### config.mk
export PLATFORM = sky130hd
export DESIGN_NAME = ctrl_sequencer
export DESIGN_NICKNAME = d
export VERILOG_FILES = /design/src/rtl/ctrl_sequencer_pkg.sv /design/src/rtl/ctrl_sequencer.sv
export SDC_FILE = /design/constraint.sdc
export NUM_CORES = 1
export LEC_CHECK = 0
export ABC_AREA = 1
export BUFFER_PORTS_ARGS = -buffer_cell sky130_fd_sc_hd__buf_4
export CORE_MARGIN = 5
export CORE_UTILIZATION = 30
export CTS_CLUSTER_SIZE = 12
export DETAILED_ROUTE_END_ITERATION = 12
export PLACE_DENSITY = 0.62
export SETUP_SLACK_MARGIN = 0.4
export SLEW_MARGIN = 40
export SYNTH_ARGS = -nofsm -noshare
export SYNTH_HDL_FRONTEND = slang
export SYNTH_SLANG_ARGS = --single-unit
### constraint.sdc
create_clock -name clock -period 2.4 [get_ports clock]
set_clock_uncertainty 0.05 [all_clocks]
set_input_delay 0.24 -clock clock [delete_from_list [all_inputs] [get_ports clock]]
set_output_delay 0.24 -clock clock [all_outputs]
set_load 0.05 [all_outputs]
### src/rtl/ctrl_sequencer_pkg.sv
// Shared Mini SRC encodings: opcodes, bus source codes, ALU codes, sequencer states.
// Imported by the sequencer, the datapath and the benches so every party agrees on the codes.
package ctrl_sequencer_pkg;

  localparam int OPW_C  = 5;
  localparam int ALUW_C = 4;
  localparam int BSW_C  = 5;

  localparam logic [4:0] OP_LDI  = 5'b00001;
  localparam logic [4:0] OP_ADD  = 5'b00011;
  localparam logic [4:0] OP_SUB  = 5'b00100;
  localparam logic [4:0] OP_AND  = 5'b00101;
  localparam logic [4:0] OP_OR   = 5'b00110;
  localparam logic [4:0] OP_IN   = 5'b10110;
  localparam logic [4:0] OP_OUT  = 5'b10111;
  localparam logic [4:0] OP_NOP  = 5'b11010;
  localparam logic [4:0] OP_HALT = 5'b11011;

  localparam logic [4:0] BUS_GP     = 5'b00000;
  localparam logic [4:0] BUS_ZLO    = 5'b10011;
  localparam logic [4:0] BUS_PC     = 5'b10100;
  localparam logic [4:0] BUS_MDR    = 5'b10101;
  localparam logic [4:0] BUS_INPORT = 5'b10110;

  localparam logic [3:0] ALU_NONE = 4'b0000;
  localparam logic [3:0] ALU_ADD  = 4'b0011;
  localparam logic [3:0] ALU_SUB  = 4'b0100;
  localparam logic [3:0] ALU_AND  = 4'b0101;
  localparam logic [3:0] ALU_OR   = 4'b0110;

  // ldi shares the ALU_T4 strobes only through ALU_ADD; register ops get their own state pair
  typedef enum logic [3:0] {
    S_IDLE, S_T0, S_T1, S_T1W, S_T2, S_DEC,
    S_LDI_T3, S_LDI_T4, S_ALU_T3, S_ALU_T4, S_T5,
    S_OUT_T3, S_IN_T3, S_HALT
  } state_e;

  function automatic logic [3:0] alu_code(input logic [4:0] op);
    case (op)
      OP_SUB:  return ALU_SUB;
      OP_AND:  return ALU_AND;
      OP_OR:   return ALU_OR;
      default: return ALU_ADD;
    endcase
  endfunction

endpackage

### src/rtl/ctrl_sequencer.sv
// Hardwired Mini SRC control unit: fetch T0..T2 (T1 held MEM_WAIT cycles), decode slot, execute T3..T5.
// Moore strobes from the state register; run/step_en gate the start of each fetch, clear aborts anywhere.
module ctrl_sequencer
  import ctrl_sequencer_pkg::*;
#(
  parameter int MEM_WAIT = 1,
  parameter int OPW      = 5,
  parameter int ALUW     = 4,
  parameter int BSW      = 5
) (
  input  logic            clock,
  input  logic            clear,
  input  logic            run,
  input  logic            step_en,
  input  logic [OPW-1:0]  ir_op,
  output logic            incPC,
  output logic            e_MAR,
  output logic            e_MDR,
  output logic            e_IR,
  output logic            e_Y,
  output logic            e_Z,
  output logic            e_Rin,
  output logic            e_Rout,
  output logic            Gra,
  output logic            Grb,
  output logic            Grc,
  output logic            BAout,
  output logic            imm_sel,
  output logic            ram_read,
  output logic            MDR_read,
  output logic            e_OutPort,
  output logic            e_InPort,
  output logic [ALUW-1:0] ALU_op,
  output logic [BSW-1:0]  BusDataSelect,
  output logic            instr_done,
  output logic            halted,
  output logic            illegal
);

  if (MEM_WAIT < 1 || MEM_WAIT > 15) begin : g_bad_mem_wait
    $error("ctrl_sequencer: MEM_WAIT=%0d outside 1..15", MEM_WAIT);
  end
  if (OPW != OPW_C || ALUW != ALUW_C || BSW != BSW_C) begin : g_bad_width
    $error("ctrl_sequencer: field widths must match ctrl_sequencer_pkg encodings");
  end

  localparam logic [3:0] WAIT_LAST = 4'(MEM_WAIT - 1);

  state_e         state_q, state_d;
  logic [3:0]     wait_q, wait_d;
  logic [OPW-1:0] op_q, op_d;
  logic           illegal_q, illegal_d;
  logic           instr_end;

  always_ff @(posedge clock or posedge clear) begin
    if (clear) begin
      state_q   <= S_IDLE;
      wait_q    <= '0;
      op_q      <= '0;
      illegal_q <= 1'b0;
    end else begin
      state_q   <= state_d;
      wait_q    <= wait_d;
      op_q      <= op_d;
      illegal_q <= illegal_d;
    end
  end

  always_comb begin
    state_d   = state_q;
    wait_d    = wait_q;
    op_d      = op_q;
    illegal_d = illegal_q;
    instr_end = 1'b0;
    case (state_q)
      S_IDLE:   if (run) state_d = S_T0;
      S_T0:     state_d = S_T1;
      S_T1: begin
        if (wait_q == WAIT_LAST) begin
          wait_d  = '0;
          state_d = S_T1W;
        end else begin
          wait_d  = wait_q + 4'd1;
        end
      end
      S_T1W:    state_d = S_T2;
      S_T2:     state_d = S_DEC;
      // IR was loaded at the edge ending T2, so ir_op is stable for the whole decode slot
      S_DEC: begin
        op_d = ir_op;
        case (ir_op)
          OP_LDI:                     state_d = S_LDI_T3;
          OP_ADD, OP_SUB, OP_AND, OP_OR: state_d = S_ALU_T3;
          OP_OUT:                     state_d = S_OUT_T3;
          OP_IN:                      state_d = S_IN_T3;
          OP_NOP:                     instr_end = 1'b1;
          OP_HALT:                    state_d = S_HALT;
          default: begin
            state_d   = S_HALT;
            illegal_d = 1'b1;
          end
        endcase
      end
      S_LDI_T3: state_d = S_LDI_T4;
      S_LDI_T4: state_d = S_T5;
      S_ALU_T3: state_d = S_ALU_T4;
      S_ALU_T4: state_d = S_T5;
      S_T5, S_OUT_T3, S_IN_T3: instr_end = 1'b1;
      S_HALT:   state_d = S_HALT;
      default:  state_d = S_IDLE;
    endcase
    if (instr_end) state_d = (run && !step_en) ? S_T0 : S_IDLE;
  end

  always_comb begin
    {incPC, e_MAR, e_MDR, e_IR, e_Y, e_Z, e_Rin, e_Rout} = '0;
    {Gra, Grb, Grc, BAout, imm_sel}                    = '0;
    {ram_read, MDR_read, e_OutPort, e_InPort}          = '0;
    ALU_op        = ALU_NONE;
    BusDataSelect = BUS_GP;
    case (state_q)
      S_T0: begin
        BusDataSelect = BUS_PC;
        e_MAR         = 1'b1;
        incPC         = 1'b1;
      end
      S_T1:  ram_read = 1'b1;
      S_T1W: begin
        MDR_read = 1'b1;
        e_MDR    = 1'b1;
      end
      S_T2: begin
        BusDataSelect = BUS_MDR;
        e_IR          = 1'b1;
      end
      S_LDI_T3: begin
        Grb   = 1'b1;
        BAout = 1'b1;
        e_Y   = 1'b1;
      end
      S_LDI_T4: begin
        imm_sel = 1'b1;
        ALU_op  = ALU_ADD;
        e_Z     = 1'b1;
      end
      S_ALU_T3: begin
        Grb    = 1'b1;
        e_Rout = 1'b1;
        e_Y    = 1'b1;
      end
      S_ALU_T4: begin
        Grc    = 1'b1;
        e_Rout = 1'b1;
        ALU_op = alu_code(op_q);
        e_Z    = 1'b1;
      end
      S_T5: begin
        Gra           = 1'b1;
        e_Rin         = 1'b1;
        BusDataSelect = BUS_ZLO;
      end
      S_OUT_T3: begin
        Gra       = 1'b1;
        e_Rout    = 1'b1;
        e_OutPort = 1'b1;
      end
      S_IN_T3: begin
        BusDataSelect = BUS_INPORT;
        Gra           = 1'b1;
        e_Rin         = 1'b1;
      end
      default: ;
    endcase
  end

  assign instr_done = instr_end;
  assign halted     = (state_q == S_HALT);
  assign illegal    = illegal_q;

endmodule

Yosys cells after proc, flatten, opt, wreduce, memory -nomap -nowiden
Cells that the tools add are included.
{"block": "op_classes", "addsub": 1, "eq_ne": 29, "n_bitwise": 1, "reduce_logical": 13, "muxes": 25}
{"op": "$pmux 4 s11", "n": 1}
{"op": "$eq 5x3->1 const B", "n": 6}
{"op": "$eq 4x4->1 const B", "n": 6}
{"op": "$eq 5x5->1 const B", "n": 4}
{"op": "$pmux 4 s5", "n": 1}
{"op": "$pmux 5 s4", "n": 1}
{"op": "$eq 4x3->1 const B", "n": 4}
{"op": "$mux 4", "n": 4}
{"op": "$mux 1", "n": 15}
{"op": "$ne 3x3->1 const B", "n": 3}
{"op": "$pmux 3 s3", "n": 1}
{"op": "$reduce_or 9->1", "n": 1}
{"op": "$eq 4x2->1 const B", "n": 2}
{"op": "$logic_not 4->1", "n": 2}
{"op": "$pmux 3 s2", "n": 1}
{"op": "$reduce_or 2->1", "n": 3}
{"op": "$reduce_or 3->1", "n": 2}
{"op": "$eq 5x1->1 const B", "n": 1}
{"op": "$eq 5x2->1 const B", "n": 1}
{"op": "$add 4x1->4 const B", "n": 1}
{"op": "$eq 4x1->1 const B", "n": 1}
{"op": "$reduce_and 4->1", "n": 1}
{"op": "$reduce_or 4->1", "n": 1}
{"op": "$ne 2x1->1 const B", "n": 1}
{"op": "5 further kinds", "n": 5}
{"block": "word_totals", "output_inout_bits": 29, "wordCells": 73, "regBits": 14}

Depth between registers and ports, before layout
Gate-level depths: netlist of run 1.
{"block": "depth", "ltp_word": 5, "ltp_mapped": 10}

Worst setup path before layout of run 1
Ideal clock, no wire load.
{"block": "synth_path", "path_kind": "register -> output", "start": "register state_q[3]", "end": "output port e_Y", "arrival_ns": 2.485, "setup_slack_ns": -0.375, "t_required_ns": 2.110, "n_path_buf": 1, "path_stages_with_launch": 6, "cell_sequence": "dfrtp_1 -> inv_1 -> nand2_2 -> nor3_1 -> or2_2 -> buf_4"}
{"block": "synth_via", "elab_chain_cells": 3, "elab_cells_between_ends": 4}
{"item": "start: declaration", "line_no": "ctrl_sequencer.sv:49", "text": "state_e state_q, state_d;"}
{"item": "start signal: assignment", "line_no": "ctrl_sequencer.sv:62", "text": "state_q <= state_d;"}
{"item": "$eq 4x4->1 or $eq 4x3->1 (tied branches)"}
{"item": "$reduce_or 2->1 (no line) (*)"}
{"item": "$mux 1 (*)"}
{"item": "end: declaration", "line_no": "ctrl_sequencer.sv:20", "text": "output logic e_Y,"}
Every way passes the cells marked *; elsewhere a longest branch is shown, timed or not.

Worst setup path in the final report of run 1
{"block": "layout_path", "start": "register state_q[1]", "end": "output port ALU_op[0]"}
{"block": "layout_via", "elab_chain_cells": 2, "elab_cells_between_ends": 3}
{"item": "$eq 4x4->1 or $eq 4x3->1 (tied branches)", "line_no": "ctrl_sequencer.sv:121", "text": "case (state_q)"}
{"item": "$pmux 3 s2 (*)", "line_no": "ctrl_sequencer.sv:121"}
{"item": "end: declaration", "line_no": "ctrl_sequencer.sv:33", "text": "output logic [ALUW-1:0] ALU_op,"}
Marked as above.

==> results.md, run 1 <==
STA:
- The relative slew slack is 0.641.
- Setup violations remaining at the end of the flow were counted as 0.
- Of the available clock period, the critical path in the final layout requires 0.779.
- Derived from the worst setup path, the maximum achievable clock frequency is 535 MHz.
- The hold violation count in the final report is 0.
- The post-route worst setup slack is approximately 0.53 ns.
- The post-route setup TNS is 0 ns.
- The routed design could run at a clock period as short as 1.87 ns.
- Setup repair after global routing left no endpoint under its margin.
- The transition time at the pin with the least slew margin is ~0.54 ns.
- The max-slew violation count is 0.

Global routing:
- The met1 routing resource usage after global routing is 0.149.
- Entering global routing, the biggest net connects 15 pins.
- For met2 alone, demand over resource in global routing was 0.180.
- The number of global-route vias before repair is between 1000 and 1500.
- The met3 track utilization from global routing is 0.0436.
- The global-route wire length before repair is around 4700 µm.
- The combined global-route utilization of all metal layers is 0.117.
- The initial antenna violation count is 0.
- After global routing the overflow that remains totals 0.
- The global routing stage identified its most utilized layer as met2.

Critical path:
- By startpoint and endpoint, the worst setup path is classified as flop to output pin.
- For the worst setup path, the data required time is 2.11 ns.
- At the worst endpoint, the arrival time is 1.58 ns.
- The type of element capturing the critical path is an output pin.
- Of all nets on the critical path, the largest fanout is 6.
- The type of element launching the critical path is a flop.

Finish:
- Relative to the synthesized area, the layout overhead comes to 35.4%.
- For this run, the share of the core covered by cells in the final layout is 0.423.
- The number of nets in the layout is 199.
- The count of inserted antenna diode cells is 0.
- Of the cells placed in the final design, the portion with a size suffix greater than 1 is 0.344.

Floorplan:
- The die outline width is ~69 µm.
- For this configuration, the core starts out at a cell density of 0.312.
- The die covers 4780 µm².
- The initialized floorplan defines 21 standard-cell rows.
- The overall die height is 69.2 µm.
- The top-level port count is 38.
- The core outline area is ~3400 µm².

Synthesis:
- After technology mapping, the gate count stands at around 150.
- In the synthesized netlist, the cells that appear most often are nand2_1, inv_1, nor2_1.
- The share of the Yosys chip area taken by registers is 0.334.
- The synthesized netlist contains 27 unique library cells.
- Synthesis inferred 14 register bits.
- The share of the synthesized area in the top cell type is 0.334.
- In the post-synthesis netlist, the cell with the most instances is nand2_1.
- The post-synth design cell area is 1050 µm².
- The most used flip-flop cell after synthesis is dfrtp_1.
- The async set-or-reset flop fraction in the synthesized netlist is 1.00.
- Yosys attributes the largest share of cell area to dfrtp_1, nand2_1, inv_1, buf_4, nor2_1.
- Of all cell types, the one taking the most synthesized area is dfrtp_1.
- Dividing the synthesized area by the synthesized cell count gives 6.82 µm².
- The synthesized design contains 0 enable-type register cells.
- The warning count from the yosys run is 0.

Placed design:
- After legalization and detailed placement, the total HPWL measured 2180 µm.
- The count of buffers added on input and output ports is 34.
- The last weighted congestion value of the routability-driven placer is approximately 0.89.
- OpenSTA, run right after detailed placement, puts the worst setup slack at 0.727 ns.

Clocking:
- The number of H-tree branching levels is 1.
- The number of CTS-inserted buffers is 3.
- CTS saw 14 sinks.
- In this run the deepest clock path goes through 2 buffers.
- The post-CTS clock slew at the launch and capture registers of the worst setup and hold paths is roughly 0.080 ns.
- TritonCTS built the clock tree.
- The clock insertion delay at the later pin of the skew report is around 0.27 ns.
- The clock root buffer is clkbuf_4.

Flow run:
- The number of maximum-capacitance violations is 0.

Outcome:
- The run finished with clean final reports.

Drt:
- The detailed router finished its first iteration with 45 violations.
- In the final routed layout, each cell accounts on average for 11.1 µm.
- In the routed layout, each cell is associated on average with a via count of approximately 4.4.
- In this run the remaining antenna-violating nets after routing total 0.
- For this run, design rule violations remaining after detail routing come to 0.
- The first TritonRoute pass finished after 4 iterations.
- The final layout contains routed wiring with a total length of about 2600 µm.
- The total vias in the final route is slightly above 1000.

Pwr:
- The design draws 1.70 mW.
- The clock network fraction of design power is 0.075.
- The share of total power in combinational logic is 0.691.
- The leakage power total is 0.770 nW.
- The power per unit of standard cell area is about 1200 nW/µm².
- IR analysis of the VDD net gives a maximum drop of approximately 0.00032 V.
- The switching part of the total power is 0.582.
- The sequential group share of total power is 0.233.
- The switching power total is just under 1 mW.
- Internal power comes to slightly above 0.7 mW.

Min path:
- The class of the worst hold path is primary input to flop.
==> worst max-delay path: stages, from the launching register on <==
cell and delay, ns:
dfrtp_1 0.48, nand2_1 0.18, nor2_4 0.19, inv_1 0.12
a31oi_4 0.13, buf_4 0.21
==> final timing paths <==
path | startpoint | endpoint | slack (ns) | cells past startpoint
worst min register to register | wait_q[3] | wait_q[3] | 0.43 | 1
max in group asynchronous | clear | state_q[2] | 1.41 | 3
worst min-delay path | ir_op[2] | op_q[2] | 0.14 | 3
worst max register to register | state_q[1] | state_q[0] | 0.88 | 9
min in group asynchronous | clear | illegal | 0.50 | 3
worst max-delay path | state_q[1] | ALU_op[0] | 0.53 | 5
==> cell type report <==
| type | instances | area [µm²] |
|---|---|---|
| Fill cell | 377 | 1940 |
| Multi-Input combinational cell | 106 | 609 |
| Sequential cell | 14 | 354 |
| Timing Repair Buffer | 36 | 277 |
| Inverter | 27 | 101 |
| Tap cell | 46 | 57.6 |
| Clock buffer | 3 | 22.5 |
==> cells by family after synthesis <==
kind of cell             count (synthesis)  synth area share
other                                    1           0.00357
XOR/XNOR                                 2            0.0167
AND/OR/NAND/NOR                         82             0.353
AO/OA/AOI/OAI                           17             0.108
flip-flops                              14             0.334
adder cells (fa/ha/maj)                  2            0.0238
buffers and inverters                   36             0.161
==> state kept, by name, summed over array words and instances, names as in the netlist <==
register  cells
wait_q        4
op_q          5
state_q       4
illegal       1
==> metrics by stage <==
stage	std cells	area (µm²)	hold WS, ns
finish	232	1420	0.141
global route	232	1420	0.151
CTS	232	1390	0.133
detailed placement	228	1360	0.280
global placement	228	1360	0.286
floorplan	156	1110	0.0792
==> metal layers <==
metal | up-vias | share of wire
li1 | 538 | -
met1 | 459 | 0.47
met2 | 32 | 0.45
met3 | 2 | 0.071
met4 | 0 | 0.0062
met5 | - | 0
==> power by group through the flow <==
stage	combinational, mW	sequential, mW	clock (mW)
final	1.18	0.398	0.128
after global routing	1.28	0.413	0.148
after CTS	1.17	0.387	0.137
after detailed placement	1.17	0.392	0
after global placement	1.17	0.392	0
after floorplan	0.899	0.395	0
==> cells in the final DEF (no fill, tap or decap), drive strengths merged <==
cell and instances:
a21oi 3, a31oi 2, buf 35, clkbuf 3
conb 3, dfrtp 14, dlygate4sd3 1, ha 2
inv 27, nand2 41, nand3 9, nand3b 1
nand4 3, nor2 21, nor3 5, nor3b 1
o211a 1, o21a 1, o21ai 7, o21bai 2
o31ai 1, or2 1, xnor2 2
==> timing repair <==
action / in CTS / in global routing
gates resized for setup: 0 / 10
setup buffers: 0 / 0
endpoints found under the setup margin: 0 / 9
hold buffers: 1 / 0
endpoints found under the hold margin: 14 / 0
No activity file was read; power rests on OpenSTA's default activity.
==> inputs of run 2 (changes only) <==
--- a/config.mk
+++ b/config.mk
@@ -11,7 +11,7 @@
 export CORE_UTILIZATION = 30
 export CTS_CLUSTER_SIZE = 12
 export DETAILED_ROUTE_END_ITERATION = 12
-export PLACE_DENSITY = 0.62
+export PLACE_DENSITY = 0.64
 export SETUP_SLACK_MARGIN = 0.4
 export SLEW_MARGIN = 40
 export SYNTH_ARGS = -nofsm -noshare
==> constraint.sdc (replaced) <==
create_clock -name clock -period 1.65 [get_ports clock]
set_clock_uncertainty 0.05 [all_clocks]
set_input_delay 0.165 -clock clock [delete_from_list [all_inputs] [get_ports clock]]
set_output_delay 0.165 -clock clock [all_outputs]
set_load 0.05 [all_outputs]
==> results.md, run 2 (same netlist as run 1, synthesis figures left out) <==
Finish:
- For this run, the share of the core covered by cells in the final layout is 0.586.
- The footprint of the multi-input gates is around 770 µm².
- The repair_antennas step left the layout with diodes totalling 0.
- Compared with the post-synthesis result, the final layout area differs by 87.6%.
- Of the cells placed in the final design, the portion with a size suffix greater than 1 is 0.563.
- In the layout the commonest cells are buf_4, nand2_1, inv_1.
- The filler cells instantiated in the layout total 313.
- The largest registers in the layout are op_q (5), state_q (4), wait_q (4).
- The most flop-heavy register is op_q.
- The number of nets in the layout is roughly 230.
- The most common library cell in the layout ignoring fill and taps is buf_4.
- The register with the most flip-flops in the layout has 5 of them.
- Once layout is done, the placed cells without fillers occupy approximately 2000 µm².
- The footprint of the flip-flops and latches is between 300 and 400 µm².

Critical path:
- The library cell contributing the largest single delay on the critical path is dfrtp_2.
- The worst setup path is launched from a flop.
- The worst setup path is captured at an output pin.
- Grouping stages by cell kind, the critical path spends the most delay in buffers and inverters.
- The critical path is of the flop to output pin type.
- The maximum fanout along the worst path is 5.
- The reg-to-reg critical path startpoint is state_q[3].
- The sum of buffers and inverters on the critical path is 5.
- In this run the worst setup path begins at state_q[0].
- The worst path arrival time is ~1.6 ns.
- Data on the critical path is required at its endpoint by around 1.4 ns.
- The flop-to-flop setup slack is -0.06 ns.
- In this design, the stage delay of the slowest critical-path cell is between 0.4 and 0.5 ns.
- The signal on the critical path passes through inv_2, nor2_4, inv_4, buf_4, nor2_4, buf_4, buf_8.

STA:
- The minimum hold slack is a little under 0.06 ns.
- The max-slew violation count is 0.
- For the pin with the worst max-slew slack, the measured transition is roughly 0.57 ns.
- Setup repair after global routing could not meet its margin everywhere.
- Of the available clock period, the critical path in the final layout requires 1.08.
- The hold violation count in the final report is 0.
- Counting I/O delays and the setup requirement, the final critical path takes 1.78 ns.
- Setup violations remaining at the end of the flow were counted as 20.
- Once routing completed, OpenROAD measured the worst setup slack at -0.134 ns.
- In this run the tightest slew margin relative to its limit is 0.617.
- Timing would allow up to 560 MHz.

Global routing:
- The combined global-route utilization of all metal layers is 0.130.
- After global routing the overflow that remains totals 0.
- The first global-routing pass estimated around 5200 µm of wire.
- The initial antenna violation count is 0.
- The number of global-route vias before repair was about 1200.
- Entering global routing, the biggest net connects 15 pins.

Clocking:
- The number of CTS-inserted buffers is 3.
- TritonCTS built the clock tree.
- Clock tree synthesis found a total of 14 sinks.
- After clock tree synthesis, the clock-pin slew on the worst setup and hold paths is 0.09 ns.
- The number of H-tree branching levels is 1.
- The clock root buffer is clkbuf_4.
- The clock insertion delay at the later pin of the skew report is 0.28 ns.
- The clock passes through at most 2 buffers.

Drt:
- The count of nets left with antenna violations after detail routing is 0.
- In the routed design, unresolved DRC markers number 0.
- In the routed layout, each cell is associated on average with a via count of 4.53.
- Detailed routing inserted a total of around 1200 vias.
- The first TritonRoute pass finished after 4 iterations.
- After detailed routing, the total wire length is roughly 3200 µm.
- The mean routed wirelength per cell is 12.2 µm.
- After the first detailed-routing iteration, the DRC count stood at 18.

Placed design:
- The HPWL after detailed placement is 2230 µm.
- The worst setup slack after placement is 0.0852 ns.
- The placed instances occupy a cell area of about 1500 µm².
- The last weighted congestion value of the routability-driven placer is roughly 0.83.
- The number of port buffers is 34.

Floorplan:
- After floorplanning, the core was divided into 21 placement rows.
- The core outline area is 3360 µm².
- The die footprint is about 4800 µm².
- 38 I/O pins were placed.
- The initial utilization of the core area, before any placement, comes to 0.312.
- The die outline width is roughly 70 µm.
- The overall die height is between 60 and 70 µm.

Outcome:
- The flow ran to the end, but the final reports show violations.
- The checks that failed: setup timing.

Pwr:
- Power spread over the standard cell area amounts to 1730 nW/µm².
- The largest vdd supply drop is roughly 0.00065 V.
- The leakage power total is approximately 0.97 nW.
- The overall power is around 3.4 mW.

Min path:
- The worst hold path begins at ir_op[2].
- The class of the worst hold path is primary input to flop.

Flow run:
- Across the run, the number of max-cap violations was 0.
run 2: cell types whose count changed in the layout (fill, tap and decap cells not counted), sizes merged:
| cell | before | now |
|---|---|---|
| buf | 35 | 62 |
| clkbuf | 3 | 5 |
| inv | 27 | 24 |
| clkinvlp | 0 | 3 |
run 2: power breakdown:
part           switching (mW)  leakage [nW]  internal (mW)  total [mW]
Combinational            1.55         0.774           1.02        2.57
Sequential              0.131         0.173          0.464       0.595
Clock                   0.114        0.0210          0.134       0.248
Total                    1.79         0.967           1.62        3.41
run 2: worst paths after layout:
kind,to,depth (start not counted)
worst max-delay path,e_MAR,7
worst min-delay path,op_q[2],3
worst max register to register,state_q[3],9
worst min register to register,wait_q[3],1
max in group asynchronous,state_q[1],3
min in group asynchronous,op_q[4],3
run 2: area by class of cell:
type | instances | share of cell area
Timing Repair Buffer | 64 | 0.317
Sequential cell | 14 | 0.180
Clock buffer | 4 | 0.0184
Inverter | 27 | 0.0648
Multi-Input combinational cell | 106 | 0.391
Tap cell | 46 | 0.0292
run 2: worst min-delay path, stage by stage:
cell     delay [ns]
buf_4          0.10
nand2_4        0.05
o21ai_2        0.04
run 2: routing by layer:
metal	part of all wire	wire [µm]	vias to the layer above	global-route usage
met5	0	0	-	0
met4	0.0079	25	0	0.0390
met3	0.041	130	4	0.0305
met2	0.53	1700	26	0.221
met1	0.42	1320	552	0.161
li1	-	-	600	-
run 2: stage by stage:
step                TNS (ns)  cells
finish                 -1.78    261
global route           -3.52    261
CTS                    -1.06    249
detailed placement         0    232
global placement           0    232
floorplan             -0.812    156
run 2: repair_timing:
| item | CTS | global route |
|---|---|---|
| resized for setup | 41 | 24 |
| hold buffers | 1 | 0 |
| pin swaps | 7 | 7 |
| buffers inserted | 12 | 11 |
| endpoints found under the setup margin | 37 | 39 |
| gates cloned | 0 | 1 |
| hold endpoints to repair | 14 | 0 |
==> inputs of run 3 (changes only) <==
--- a/config.mk
+++ b/config.mk
@@ -12,7 +12,7 @@
 export CTS_CLUSTER_SIZE = 12
 export DETAILED_ROUTE_END_ITERATION = 12
 export PLACE_DENSITY = 0.64
-export SETUP_SLACK_MARGIN = 0.4
+export SETUP_SLACK_MARGIN = 0.1
 export SLEW_MARGIN = 40
 export SYNTH_ARGS = -nofsm -noshare
 export SYNTH_HDL_FRONTEND = slang
==> constraint.sdc (replaced) <==
create_clock -name clock -period 1.6 [get_ports clock]
set_clock_uncertainty 0.05 [all_clocks]
set_input_delay 0.16 -clock clock [delete_from_list [all_inputs] [get_ports clock]]
set_output_delay 0.16 -clock clock [all_outputs]
set_load 0.05 [all_outputs]
==> results.md, run 3 (same netlist as run 1, synthesis figures left out) <==
Drt:
- The topmost layer with routed signal wires is met4.
- The pre-antenna-repair detailed-routing pass consisted of 4 iterations.
- Using the TritonRoute via totals, the vias-per-cell ratio works out to 4.71.
- The residual DRC count is 0.
- The detailed route wirelength on metal3 is approximately 170 µm.
- After detailed routing, the average wire length per cell comes to 12.7 µm.
- In this run the remaining antenna-violating nets after routing total 0.
- The total vias in the final route is about 1200.
- The final wirelength is 3230 µm.
- The length of routed wiring on met1 is between 1000 and 1500 µm.
- The met2 layer wire length in the routed design is 1630 µm.
- The first-iteration detailed-routing DRC count is 37.

Global routing:
- The global-route wire length before repair is about 5300 µm.
- The initial antenna violation count is 0.
- The residual overflow from global routing is 0.
- Across every metal layer, demand over resource in global routing totals 0.134.
- The number of global-route vias before repair was ~1100.
- Entering global routing, the biggest net connects 15 pins.

Pwr:
- The power per unit of standard cell area is roughly 1800 nW/µm².
- The largest vdd supply drop is 0.000812 V.
- The overall power is around 3.5 mW.
- The leakage power total is 0.952 nW.

Outcome:
- The final reports fail on setup timing.
- The flow ran to the end, but the final reports show violations.

Finish:
- The number of nets in the layout is roughly 220.
- The fill cell instance count of the final layout is approximately 310.
- Leaving out fill and tap cells, the most frequent cell in the layout is nand2_1.
- The most flop-heavy register is op_q.
- 0 antenna diodes ended up in the layout.
- The footprint of the multi-input gates is 772 µm².
- The number of flip-flops in the largest register is 5.
- Compared with the post-synthesis result, the final layout area differs by 83.0%.
- In the layout the commonest cells are nand2_1, buf_4, inv_1.
- The final cell utilization of the core is 0.571.
- Across the whole layout, storage elements account for ~350 µm².
- The largest registers in the layout are op_q (5), state_q (4), wait_q (4).
- Of the cells placed in the final design, the portion with a size suffix greater than 1 is 0.522.
- The finished layout holds around 260 standard cells, fillers aside.

Clocking:
- In this run the number of H-tree levels came out at 1.
- The clock net sink count is 14.
- TritonCTS built the clock tree.
- The clock root buffer is clkbuf_4.
- Clock-pin slew was measured on the worst setup and hold paths at ~0.09 ns.
- The maximum root-to-sink buffer count is 2.
- The number of CTS-inserted buffers is 3.
- The clock insertion delay at the later pin of the skew report is about 0.29 ns.

STA:
- After layout, the minimum clock period comes to 1.80 ns.
- Final hold analysis gives a worst-case slack of about 0.048 ns.
- At the pin with the least slew margin, the transition time is around 0.56 ns.
- In the final timing run, aggregate negative setup slack is -2.22 ns.
- The post-route worst setup slack is -0.198 ns.
- The hold violation count in the final report is 0.
- The final period utilization is 1.12.
- Derived from the worst setup path, the maximum achievable clock frequency is around 560 MHz.
- The worst pin sits at a relative slew slack of 0.623.
- Setup repair after global routing could not meet its margin everywhere.
- Setup violations remaining at the end of the flow were counted as 19.
- The max-slew violation count is 0.

Critical path:
- The required time of the worst setup path is 1.39 ns.
- On the worst path, the slowest cell contributes a delay of between 0.4 and 0.5 ns.
- The slowest stage of the critical path belongs to the cell dfrtp_2.
- The critical path is of the flop to output pin type.
- The signal on the critical path passes through nor2_2, inv_1, nor2_1, or2_4, buf_4.
- STA puts the critical path data arrival time at roughly 1.6 ns.
- The type of element launching the critical path is a flop.
- The type of element capturing the critical path is an output pin.
- The maximum fanout along the worst path is 6.

Placed design:
- The last weighted congestion value of the routability-driven placer is between 0.8 and 0.9.
- Once placement completed, the tool counted placed cells totaling ~230.
- The estimated wirelength of the detail-placed design is 2250 µm.
- The count of buffers added on input and output ports is 34.

Floorplan:
- The starting density of the core is 0.312.
- The overall die height is ~69 µm.
- The core outline area is around 3400 µm².
- Row generation in the floorplan step produced 21 rows.
- The die footprint is between 4000 and 5000 µm².
- From left edge to right edge, the die measures 69.2 µm.
- 38 I/O pins were placed.

Flow run:
- Across the run, the number of max-cap violations was 0.

Min path:
- The class of the worst hold path is primary input to flop.
## run 3: cell types whose count changed in the layout (fill, tap and decap cells not counted), sizes merged
cell      delta
inv          +2
clkinvlp     -2
buf          -5
clkbuf       -1
## run 3: area by class of cell
class / count / share of cell area
clock buffer: 4 / 0.0189
timing repair buffer: 58 / 0.302
inverter: 27 / 0.0625
sequential: 14 / 0.184
tap: 46 / 0.0300
multi-input combinational: 106 / 0.402
## run 3: stage by stage
step	setup WS, ns	area (µm²)
2_1_floorplan	-0.235	1210
3_3_place_gp	0.0707	1500
3_5_place_dp	0.0662	1500
4_1_cts	-0.176	1700
5_1_grt	-0.288	1920
6_report	-0.198	1920
## run 3: power by group
group	switching, mW	internal (mW)
combinational	1.59	1.00
clock	0.127	0.139
sequential	0.120	0.478
total	1.84	1.62
## run 3: path summary, 6_finish.rpt
check / from / end / slack, ns / cells after the start
hold reg to reg: illegal / illegal / 0.44 / 1
setup reg to reg: state_q[2] / state_q[3] / -0.06 / 8
setup / recovery: state_q[1] / Grb / -0.20 / 5
max in group asynchronous: clear / state_q[1] / 0.66 / 3
hold / removal: ir_op[2] / op_q[2] / 0.05 / 3
min in group asynchronous: clear / wait_q[1] / 0.43 / 3
## run 3: what timing repair did
action	4_1_cts	5_1_grt
endpoints found under the setup margin	27	28
hold buffers	1	0
resized for setup	32	39
pin swaps	4	7
hold endpoints to repair	14	0
buffers inserted	7	9
## run 3: metal layers
metal | global-route usage | up-vias
li1 | - | 584
met1 | 0.169 | 569
met2 | 0.229 | 43
met3 | 0.0305 | 6
met4 | 0.0390 | 0
met5 | 0 | -
## run 3: worst max-delay path, delay by kind of cell, from the launching register on
family | cells | cell delay (ns)
AND/OR/NAND/NOR | 3 | 0.54
flip-flops | 1 | 0.48
buffers and inverters | 2 | 0.29
